===== src/rtl/prod_div_pkg.sv =====
// prod_div_pkg: shared sequencer state encodings and default widths for the product divider.
`ifndef PROD_DIV_DEFS
`define PROD_DIV_DEFS
`define PD_ST_IDLE 2'd0
`define PD_ST_PREP 2'd1
`define PD_ST_DIV  2'd2
`define PD_ST_FIX  2'd3
`define PD_WN      32
`define PD_WD      16
`endif

package prod_div_pkg;
  localparam int WN_DEF = `PD_WN;
  localparam int WD_DEF = `PD_WD;
  typedef enum logic [1:0] {
    IDLE = `PD_ST_IDLE,
    PREP = `PD_ST_PREP,
    DIV  = `PD_ST_DIV,
    FIX  = `PD_ST_FIX
  } state_t;
endpackage


===== src/rtl/prod_div_div_step.sv =====
// div_step: one combinational restoring-division iteration.
module div_step #(
  parameter int WD = 16
) (
  input  logic [WD:0] rem_i,
  input  logic        bit_i,
  input  logic [WD:0] dvs_i,
  output logic [WD:0] rem_o,
  output logic        q_o
);
  logic [WD+1:0] sh;
  logic [WD:0]   diff;
  always_comb begin
    sh    = {rem_i, bit_i};
    q_o   = sh >= {1'b0, dvs_i};
    diff  = sh[WD:0] - dvs_i;
    rem_o = q_o ? diff : sh[WD:0];
  end
endmodule


===== src/rtl/prod_div.sv =====
// prod_div: sequential signed restoring divider of the (x+y)(x-y) product by a 16-bit divisor.
module prod_div
  import prod_div_pkg::*;
#(
  parameter int WN = WN_DEF,
  parameter int WD = WD_DEF
) (
  input  logic          clk,
  input  logic          rst,
  input  logic          start,
  input  logic [WN-1:0] dividend,
  input  logic [WD-1:0] divisor,
  output logic [WN-1:0] quotient,
  output logic [WD-1:0] remainder,
  output logic          busy,
  output logic          done,
  output logic          dz,
  output logic          ovf
);
  localparam int CW = $clog2(WN + 1);
  state_t        state_q, state_d;
  logic [WN-1:0] a_q, a_d;
  logic [WD-1:0] b_q, b_d;
  logic [WN-1:0] dvd_q, dvd_d;
  logic [WD:0]   dvs_q, dvs_d;
  logic [WD:0]   rem_q, rem_d;
  logic [CW-1:0] cnt_q, cnt_d;
  logic [WN-1:0] quotient_q, quotient_d;
  logic [WD-1:0] remainder_q, remainder_d;
  logic          done_q, done_d;
  logic          dz_q, dz_d;
  logic          ovf_q, ovf_d;
  logic [WN-1:0] a_mag;
  logic [WD:0]   b_x, b_mag;
  logic [WD:0]   step_rem;
  logic          step_q;
  logic          neg_q;
  logic          ovf_case;
  div_step #(.WD(WD)) u_step (
    .rem_i (rem_q),
    .bit_i (dvd_q[WN-1]),
    .dvs_i (dvs_q),
    .rem_o (step_rem),
    .q_o   (step_q)
  );
  // magnitudes are unsigned, so the most negative operands map cleanly onto their MSB
  always_comb begin
    a_mag    = a_q[WN-1] ? -a_q : a_q;
    b_x      = {b_q[WD-1], b_q};
    b_mag    = b_x[WD] ? -b_x : b_x;
    neg_q    = a_q[WN-1] ^ b_q[WD-1];
    ovf_case = (a_q == {1'b1, {(WN-1){1'b0}}}) && (b_q == '1);
  end
  always_comb begin
    state_d     = state_q;
    a_d         = a_q;
    b_d         = b_q;
    dvd_d       = dvd_q;
    dvs_d       = dvs_q;
    rem_d       = rem_q;
    cnt_d       = cnt_q;
    quotient_d  = quotient_q;
    remainder_d = remainder_q;
    done_d      = 1'b0;
    dz_d        = dz_q;
    ovf_d       = ovf_q;
    case (state_q)
      IDLE: begin
        if (start) begin
          a_d     = dividend;
          b_d     = divisor;
          state_d = PREP;
        end
      end
      PREP: begin
        if (b_q == '0) begin
          quotient_d  = '1;
          remainder_d = '0;
          dz_d        = 1'b1;
          ovf_d       = 1'b0;
          done_d      = 1'b1;
          state_d     = IDLE;
        end else begin
          dvd_d   = a_mag;
          dvs_d   = b_mag;
          rem_d   = '0;
          cnt_d   = CW'(WN);
          state_d = DIV;
        end
      end
      DIV: begin
        dvd_d   = {dvd_q[WN-2:0], step_q};
        rem_d   = step_rem;
        cnt_d   = cnt_q - CW'(1);
        state_d = (cnt_q == CW'(1)) ? FIX : DIV;
      end
      FIX: begin
        // the partial remainder stays below |divisor| <= 2^15, so its low WD bits are exact
        quotient_d  = neg_q ? -dvd_q : dvd_q;
        remainder_d = a_q[WN-1] ? -rem_q[WD-1:0] : rem_q[WD-1:0];
        done_d      = 1'b1;
        dz_d        = 1'b0;
        ovf_d       = ovf_case;
        state_d     = IDLE;
      end
      default: state_d = IDLE;
    endcase
  end
  always_ff @(posedge clk or posedge rst) begin
    if (rst) begin
      state_q     <= IDLE;
      a_q         <= '0;
      b_q         <= '0;
      dvd_q       <= '0;
      dvs_q       <= '0;
      rem_q       <= '0;
      cnt_q       <= '0;
      quotient_q  <= '0;
      remainder_q <= '0;
      done_q      <= 1'b0;
      dz_q        <= 1'b0;
      ovf_q       <= 1'b0;
    end else begin
      state_q     <= state_d;
      a_q         <= a_d;
      b_q         <= b_d;
      dvd_q       <= dvd_d;
      dvs_q       <= dvs_d;
      rem_q       <= rem_d;
      cnt_q       <= cnt_d;
      quotient_q  <= quotient_d;
      remainder_q <= remainder_d;
      done_q      <= done_d;
      dz_q        <= dz_d;
      ovf_q       <= ovf_d;
    end
  end
  assign quotient  = quotient_q;
  assign remainder = remainder_q;
  assign busy      = state_q != IDLE;
  assign done      = done_q;
  assign dz        = dz_q;
  assign ovf       = ovf_q;
endmodule

===== config.mk =====
export PLATFORM = sky130hd
export DESIGN_NAME = prod_div
export DESIGN_NICKNAME = d
export VERILOG_FILES = /design/src/rtl/prod_div_pkg.sv /design/src/rtl/prod_div_div_step.sv /design/src/rtl/prod_div.sv
export SDC_FILE = /design/constraint.sdc
export NUM_CORES = 1
export LEC_CHECK = 0
export CAP_MARGIN = 20
export CORE_ASPECT_RATIO = 2
export CORE_UTILIZATION = 57
export CTS_BUF_LIST = sky130_fd_sc_hd__clkbuf_16
export DETAILED_ROUTE_END_ITERATION = 8
export GPL_TIMING_DRIVEN = 1
export PLACE_DENSITY = 0.8
export SLEW_MARGIN = 0
export SYNTH_ARGS = -nofsm -noshare
export SYNTH_HDL_FRONTEND = slang
export SYNTH_HIERARCHICAL = 1
export SYNTH_SLANG_ARGS = --single-unit

===== constraint.sdc =====
create_clock -name clk -period 13.1 [get_ports clk]
set_input_delay 1.965 -clock clk [delete_from_list [all_inputs] [get_ports clk]]
set_output_delay 1.965 -clock clk [all_outputs]
set_load 0.01 [all_outputs]

# --- After elaboration in Yosys (flattened, before gate mapping) ---
# Cells that the tools add are included.
totals:
  register_bits: 173
  latchBits: 0
  ramBits: 0
  rom_bits: 0
  input_bits: 51
  output_inout_bits: 52
  n_memories: 0
op_classes:
  addsub: 6
  mul: 0
  div: 0
  magnitude_cmp: 1
  eq_ne: 9
  n_shift: 0
  mux: 25
  bitwise_logic: 2
  n_reduce_logical: 10
op_table:
  columns: ["op", "count"]
  rows:
  - ["$mux 32", 4]
  - ["$pmux 32 s2", 2]
  - ["$neg 32->32", 2]
  - ["$mux 17", 3]
  - ["$pmux 17 s2", 1]
  - ["$eq 32x32->1 const B", 1]
  - ["$mux 16", 2]
  - ["$pmux 16 s2", 1]
  - ["$ge 18x17->1", 1]
  - ["$neg 17->17", 1]
  - ["$sub 17x17->17", 1]
  - ["$eq 16x16->1 const B", 1]
  - ["$logic_not 16->1", 1]
  - ["$neg 16->16", 1]
  - ["$pmux 6 s2", 1]
  - ["$pmux 2 s4", 1]
  - ["$reduce_and 2->1", 4]
  - ["$eq 6x1->1 const B", 1]
  - ["$mux 6", 1]
  - ["$ne 2x2->1 const B", 3]
  - ["$pmux 1 s2", 3]
  - ["$reduce_bool 2->1", 3]
  - ["$sub 6x1->6 const B", 1]
  - ["$eq 2x2->1 const B", 2]
  - ["other kinds (7)", 11]

# --- Longest topological paths before layout ---
logic_depth:
  ltp_word: 4
  depth_mapped: 14
  depth_no_buf: 13

# --- Hierarchy ---
# The synthesis kept the hierarchy.
modules_own_cells:
  columns: ["mod", "instances", "cells_per_inst", "area_per_inst_um2"]
  rows:
  - ["prod_div", 1, 876, 8568.2]
  - ["div_step", 1, 152, 1182.4]

# --- Least setup slack after synthesis ---
# Ideal clock, no wire load.
synth_path:
  path_kind: "input port to flip-flop"
  start: "input port start"
  end: "register a_q[10]"
  setup_time_ps: 125
  t_arrival_ps: 3041
  path_slack_ps: 9934
  cell_stages: 4
  path_buffers: 1
  cell_sequence: "inv_1 nor2_1 clkbuf_1 mux2_2"
synth_via:
  elab_chain_len: 1
synth_lines:
  columns: ["item", "line_no", "source"]
  rows:
  - ["start: declaration", "prod_div.sv:10", "input logic start,"]
  - ["$reduce_and 2->1 (no line)", null, null]
  - ["end signal: assignment", "prod_div.sv:112", "a_q <= '0;"]
  - ["end signal: assignment", "prod_div.sv:125", "a_q <= a_d;"]
  - ["end: declaration", "prod_div.sv:22", "logic [WN-1:0] a_q, a_d;"]
# Every way passes these cells.
# A chain may end at the register's enable or synchronous reset.

# --- Worst setup path after layout ---
layout_path:
  start: "register state_q[0]"
  end: "output port busy"
layout_via:
  elab_chain_len: 1
layout_lines:
  columns: ["item", "line_no", "source"]
  rows:
  - ["start: declaration", "prod_div.sv:21", "state_t state_q, state_d;"]
  - ["start signal: assignment", "prod_div.sv:124", "state_q <= state_d;"]
  - ["$reduce_bool 2->1", "prod_div.sv:140", "assign busy = state_q != IDLE;"]
  - ["end: declaration", "prod_div.sv:15", "output logic busy,"]
# Every way passes these cells.

==> Flow_metrics.wiki <==
{| class="wikitable"
! Metric !! Value
|-
| Number of stages on the worst hold path || 1
|-
| CTS Buffer Depth || 2
|-
| Largest family of logic cells by synthesized area || simple AND/OR/NAND/NOR gates
|-
| Post-synth net total || 1104
|-
| H-Tree Depth || 4
|-
| Slew at the pin closest to its max-slew limit || 1020 ps
|-
| Final hold violation count || 0
|-
| Mean instance size in the synthesized netlist || 9.49 µm²
|-
| DRC errors left || 0
|-
| Critical path cell sequence || or2_2, clkdlybuf4s50_1
|-
| Category of the worst setup path capture point || output pin
|-
| Wirelength, routed || 24.8 mm
|-
| CP arrival || 1790 ps
|-
| Cell class contributing the biggest share of worst-path delay || buffers and inverters
|-
| Combined area of all synthesized cells || 9750 µm²
|-
| Max transition margin || 32.1%
|-
| Power per Cell Area || 301 nW/µm²
|-
| Endpoint of the worst register-to-register path || quotient[21]
|-
| Pre-CTS setup slack || 8670 ps
|-
| Most used flip-flop cell after synthesis || sky130_fd_sc_hd__dfrtp_1
|-
| Via count || 8058
|-
| Multiplexer fraction of the synthesized cell area || 7.03%
|-
| Number of input and output port buffers inserted || 102
|-
| Setup CP Type || flop to output pin
|-
| Global-route wire length before repair || 39.8 mm
|-
| Post-CTS Setup Inserts || 0
|-
| Count of distinct cell types in the synthesized netlist || 75
|-
| Synthesized-area fraction occupied by xor and xnor cells || 8.80%
|-
| 1st-iter DRT viols || 379
|-
| Register bit total from synthesis || 173
|-
| Avg WL per Cell || 18.6 µm
|-
| Cell count after synthesis || 1028
|-
| Final non-filler cell total || 1333
|-
| Layout-stage area growth over the synthesis result || 18.2%
|-
| Classification of the worst-slack hold path || flop to flop
|-
| Length of the first detailed-routing pass in iterations || 5
|-
| Critical Path Start Type || flop
|-
| Number of buffers inserted during clock tree synthesis || 17
|-
| # nets final || 1189
|-
| Root Buffer || sky130_fd_sc_hd__clkbuf_16
|-
| Data required time at the worst endpoint || 11140 ps
|-
| Fraction of the cycle the final worst path needs || 28.7%
|-
| Outcome || completed
|-
| Top-level I/O count || 103
|-
| Fraction of layout cells with a size suffix above 1 || 10.9%
|-
| Cell count after placement || 1299
|-
| Area of the placeable core || 16800 µm²
|-
| Die Y || 187 µm
|-
| Synth warnings || 6
|-
| Detailed Place HPWL || 17.6 mm
|-
| Source-to-sink clock delay at the later pin of the worst-skew pair || 430 ps
|-
| Fraction of the mapped netlist area in simple logic gates || 17.0%
|-
| Area enclosed by the die boundary || 17700 µm²
|-
| Worst clock skew || 6.07 ps
|-
| Smallest setup slack after layout || 9350 ps
|-
| Antenna diodes || 0
|-
| CTS tree || built
|-
| Count of hold buffers inserted by post-cts repair || 0
|-
| Vias in the first global route || 8228
|-
| Sequential cell area fraction in the yosys report || 44.4%
|-
| Clock sink total || 173
|-
| Slack of the worst reg-to-reg path || 10110 ps
|-
| Time the final worst path needs with I/O delays and setup || 3750 ps
|-
| Max stage delay on crit path || 500 ps
|-
| Compound-gate portion of the synthesized area || 15.6%
|-
| Antenna violations before repair || 0
|-
| Number of enable-type register cells in the synthesized netlist || 0
|-
| Leakage || 4.84 nW
|-
| Logic depth of the worst path, buffers included || 2
|-
| Die outline width || 94.5 µm
|-
| Maximum number of pins on one net before global-route repair || 85
|-
| Total congestion overflow after global routing || 0
|-
| Overall fraction of global-route tracks in use || 29.3%
|-
| Terminating pin of the worst hold path || cnt_q[5]
|-
| Vias per Instance || 6.05
|-
| Largest fanout of any net on the critical path || 8
|-
| Adder-cell area share of the yosys netlist || 3.28%
|-
| Buffers plus inverters on the worst setup path || 1
|-
| Final setup violation count || 0
|-
| Largest vdd supply drop || 0.149 mV
|-
| Max Cap Violations || 0
|-
| Beginning of the worst register-to-register path || b_q[2]
|-
| Number of standard-cell rows in the floorplan || 67
|-
| Starting utilization of the core area || 58.2%
|-
| Cells resized by post-CTS repair || 0
|-
| Proportion of register bits with asynchronous set or reset after synthesis || 100%
|-
| Unrepaired setup endpoints after global routing || false
|-
| Worst Hold Launch || cnt_q[5]
|-
| Achievable frequency || 266 MHz
|-
| Post-detailed-route count of antenna-violating nets || 0
|-
| Placer Congestion || 0.901
|-
| Util after Layout || 68.7%
|-
| Total Negative Setup Slacks || 0 ps
|-
| R2R cell count || 7
|-
| Register clock-pin slew on the reported worst setup and hold paths || 70 ps
|-
| Final max-slew violation count || 0
|-
| Slowest stage cell on the critical path || sky130_fd_sc_hd__clkdlybuf4s50_1
|}
==> worst max-delay path by stage <==
stage                     startpoint         to  slack [ps]
after floorplan                  rst  async pin        6450
after global placement           rst  dvs_q[12]        8710
after detailed placement         rst    b_q[12]        8670
after CTS                        rst    b_q[11]        9120
after global routing             rst    a_q[20]        9050
final                     state_q[0]       busy        9350
==> stage by stage <==
| stage | area, µm² | hold slack [ps] | total power, mW |
|---|---|---|---|
| detailed placement | 10900 | 471 | 2.94 |
| floorplan | 9750 | 446 | 2.41 |
| CTS | 11500 | 481 | 3.45 |
| finish | 11500 | 479 | 3.47 |
| global route | 11500 | 502 | 3.70 |
| global placement | 10900 | 464 | 2.88 |
==> cells in the mapped netlist, types with 6 or more instances <==
cell type	n	area (µm²)
sky130_fd_sc_hd__o41ai_1	11	96.3
sky130_fd_sc_hd__clkbuf_1	33	124
sky130_fd_sc_hd__nand2b_1	9	56.3
sky130_fd_sc_hd__o31ai_1	23	173
sky130_fd_sc_hd__ha_1	24	300
sky130_fd_sc_hd__or3_1	12	75.1
sky130_fd_sc_hd__buf_2	8	40.0
sky130_fd_sc_hd__nor2b_1	7	43.8
sky130_fd_sc_hd__a21oi_1	57	285
sky130_fd_sc_hd__nand3_1	37	185
sky130_fd_sc_hd__mux2_4	10	150
sky130_fd_sc_hd__mux2_2	44	495
sky130_fd_sc_hd__o21ai_1	8	40.0
sky130_fd_sc_hd__o22ai_1	9	56.3
sky130_fd_sc_hd__xnor2_1	47	412
sky130_fd_sc_hd__nand2_1	118	443
sky130_fd_sc_hd__or4_1	7	52.6
sky130_fd_sc_hd__o21ai_0	85	425
sky130_fd_sc_hd__nand4_1	7	43.8
sky130_fd_sc_hd__nor3_1	17	85.1
sky130_fd_sc_hd__nor4_1	9	56.3
sky130_fd_sc_hd__xor2_1	51	447
sky130_fd_sc_hd__inv_1	35	131
sky130_fd_sc_hd__a31oi_1	6	37.5
sky130_fd_sc_hd__and2_1	6	37.5
sky130_fd_sc_hd__nor2_1	95	357
sky130_fd_sc_hd__dfrtp_1	173	4330
==> layout make-up <==
| type | instances | area [µm²] |
|---|---|---|
| Clock buffer | 17 | 425 |
| Clock inverter | 15 | 150 |
| Fill cell | 1316 | 5240 |
| Inverter | 37 | 156 |
| Multi-Input combinational cell | 770 | 5070 |
| Sequential cell | 173 | 4330 |
| Tap cell | 207 | 259 |
| Timing Repair Buffer | 114 | 1130 |
==> cells by family (layout without fill, tap and decap cells) <==
group,Yosys count,after routing
and+or+nand+nor,348,348
muxes,58,58
DFF,173,173
xor gates and xnor gates,98,98
adders and majority gates,25,25
buffers and inverters,85,183
AOI/OAI and AO/OA,241,241
==> cells in the final DEF (no fill, tap or decap), types with 10 or more instances in the layout <==
| cell type | n |
|---|---|
| sky130_fd_sc_hd__dfrtp_1 | 173 |
| sky130_fd_sc_hd__nand2_1 | 118 |
| sky130_fd_sc_hd__clkdlybuf4s50_1 | 102 |
| sky130_fd_sc_hd__nor2_1 | 94 |
| sky130_fd_sc_hd__o21ai_0 | 85 |
| sky130_fd_sc_hd__a21oi_1 | 57 |
| sky130_fd_sc_hd__xor2_1 | 51 |
| sky130_fd_sc_hd__xnor2_1 | 47 |
| sky130_fd_sc_hd__mux2_2 | 44 |
| sky130_fd_sc_hd__nand3_1 | 37 |
| sky130_fd_sc_hd__inv_1 | 35 |
| sky130_fd_sc_hd__ha_1 | 24 |
| sky130_fd_sc_hd__o31ai_1 | 23 |
| sky130_fd_sc_hd__nor3_1 | 17 |
| sky130_fd_sc_hd__clkbuf_16 | 17 |
| sky130_fd_sc_hd__or3_1 | 12 |
| sky130_fd_sc_hd__o41ai_1 | 11 |
| sky130_fd_sc_hd__buf_4 | 10 |
| sky130_fd_sc_hd__mux2_4 | 10 |
==> report_power, final <==
part | total (mW) | switching, mW | internal, mW
clock | 0.497 | 0.218 | 0.280
sequential | 1.10 | 0.304 | 0.792
combinational | 1.87 | 0.992 | 0.881
==> per-layer routing <==
layer  wire length, µm  GRT usage, %  vias to the layer above
met3               896          3.66                       85
li1                  -             -                     3797
met1              8410          29.7                     3912
met4              1450          18.4                        0
met2             14100          54.4                      264
met5                 0             0                        -
==> state kept, by name, summed over array words and instances (netlist names), 6 cells and up, named ones only <==
signal,count
b_q,16
cnt_q,6
quotient,32
dvd_q,32
remainder,16
dvs_q,17
a_q,32
rem_q,17
No activity file was read; power rests on OpenSTA's default activity.
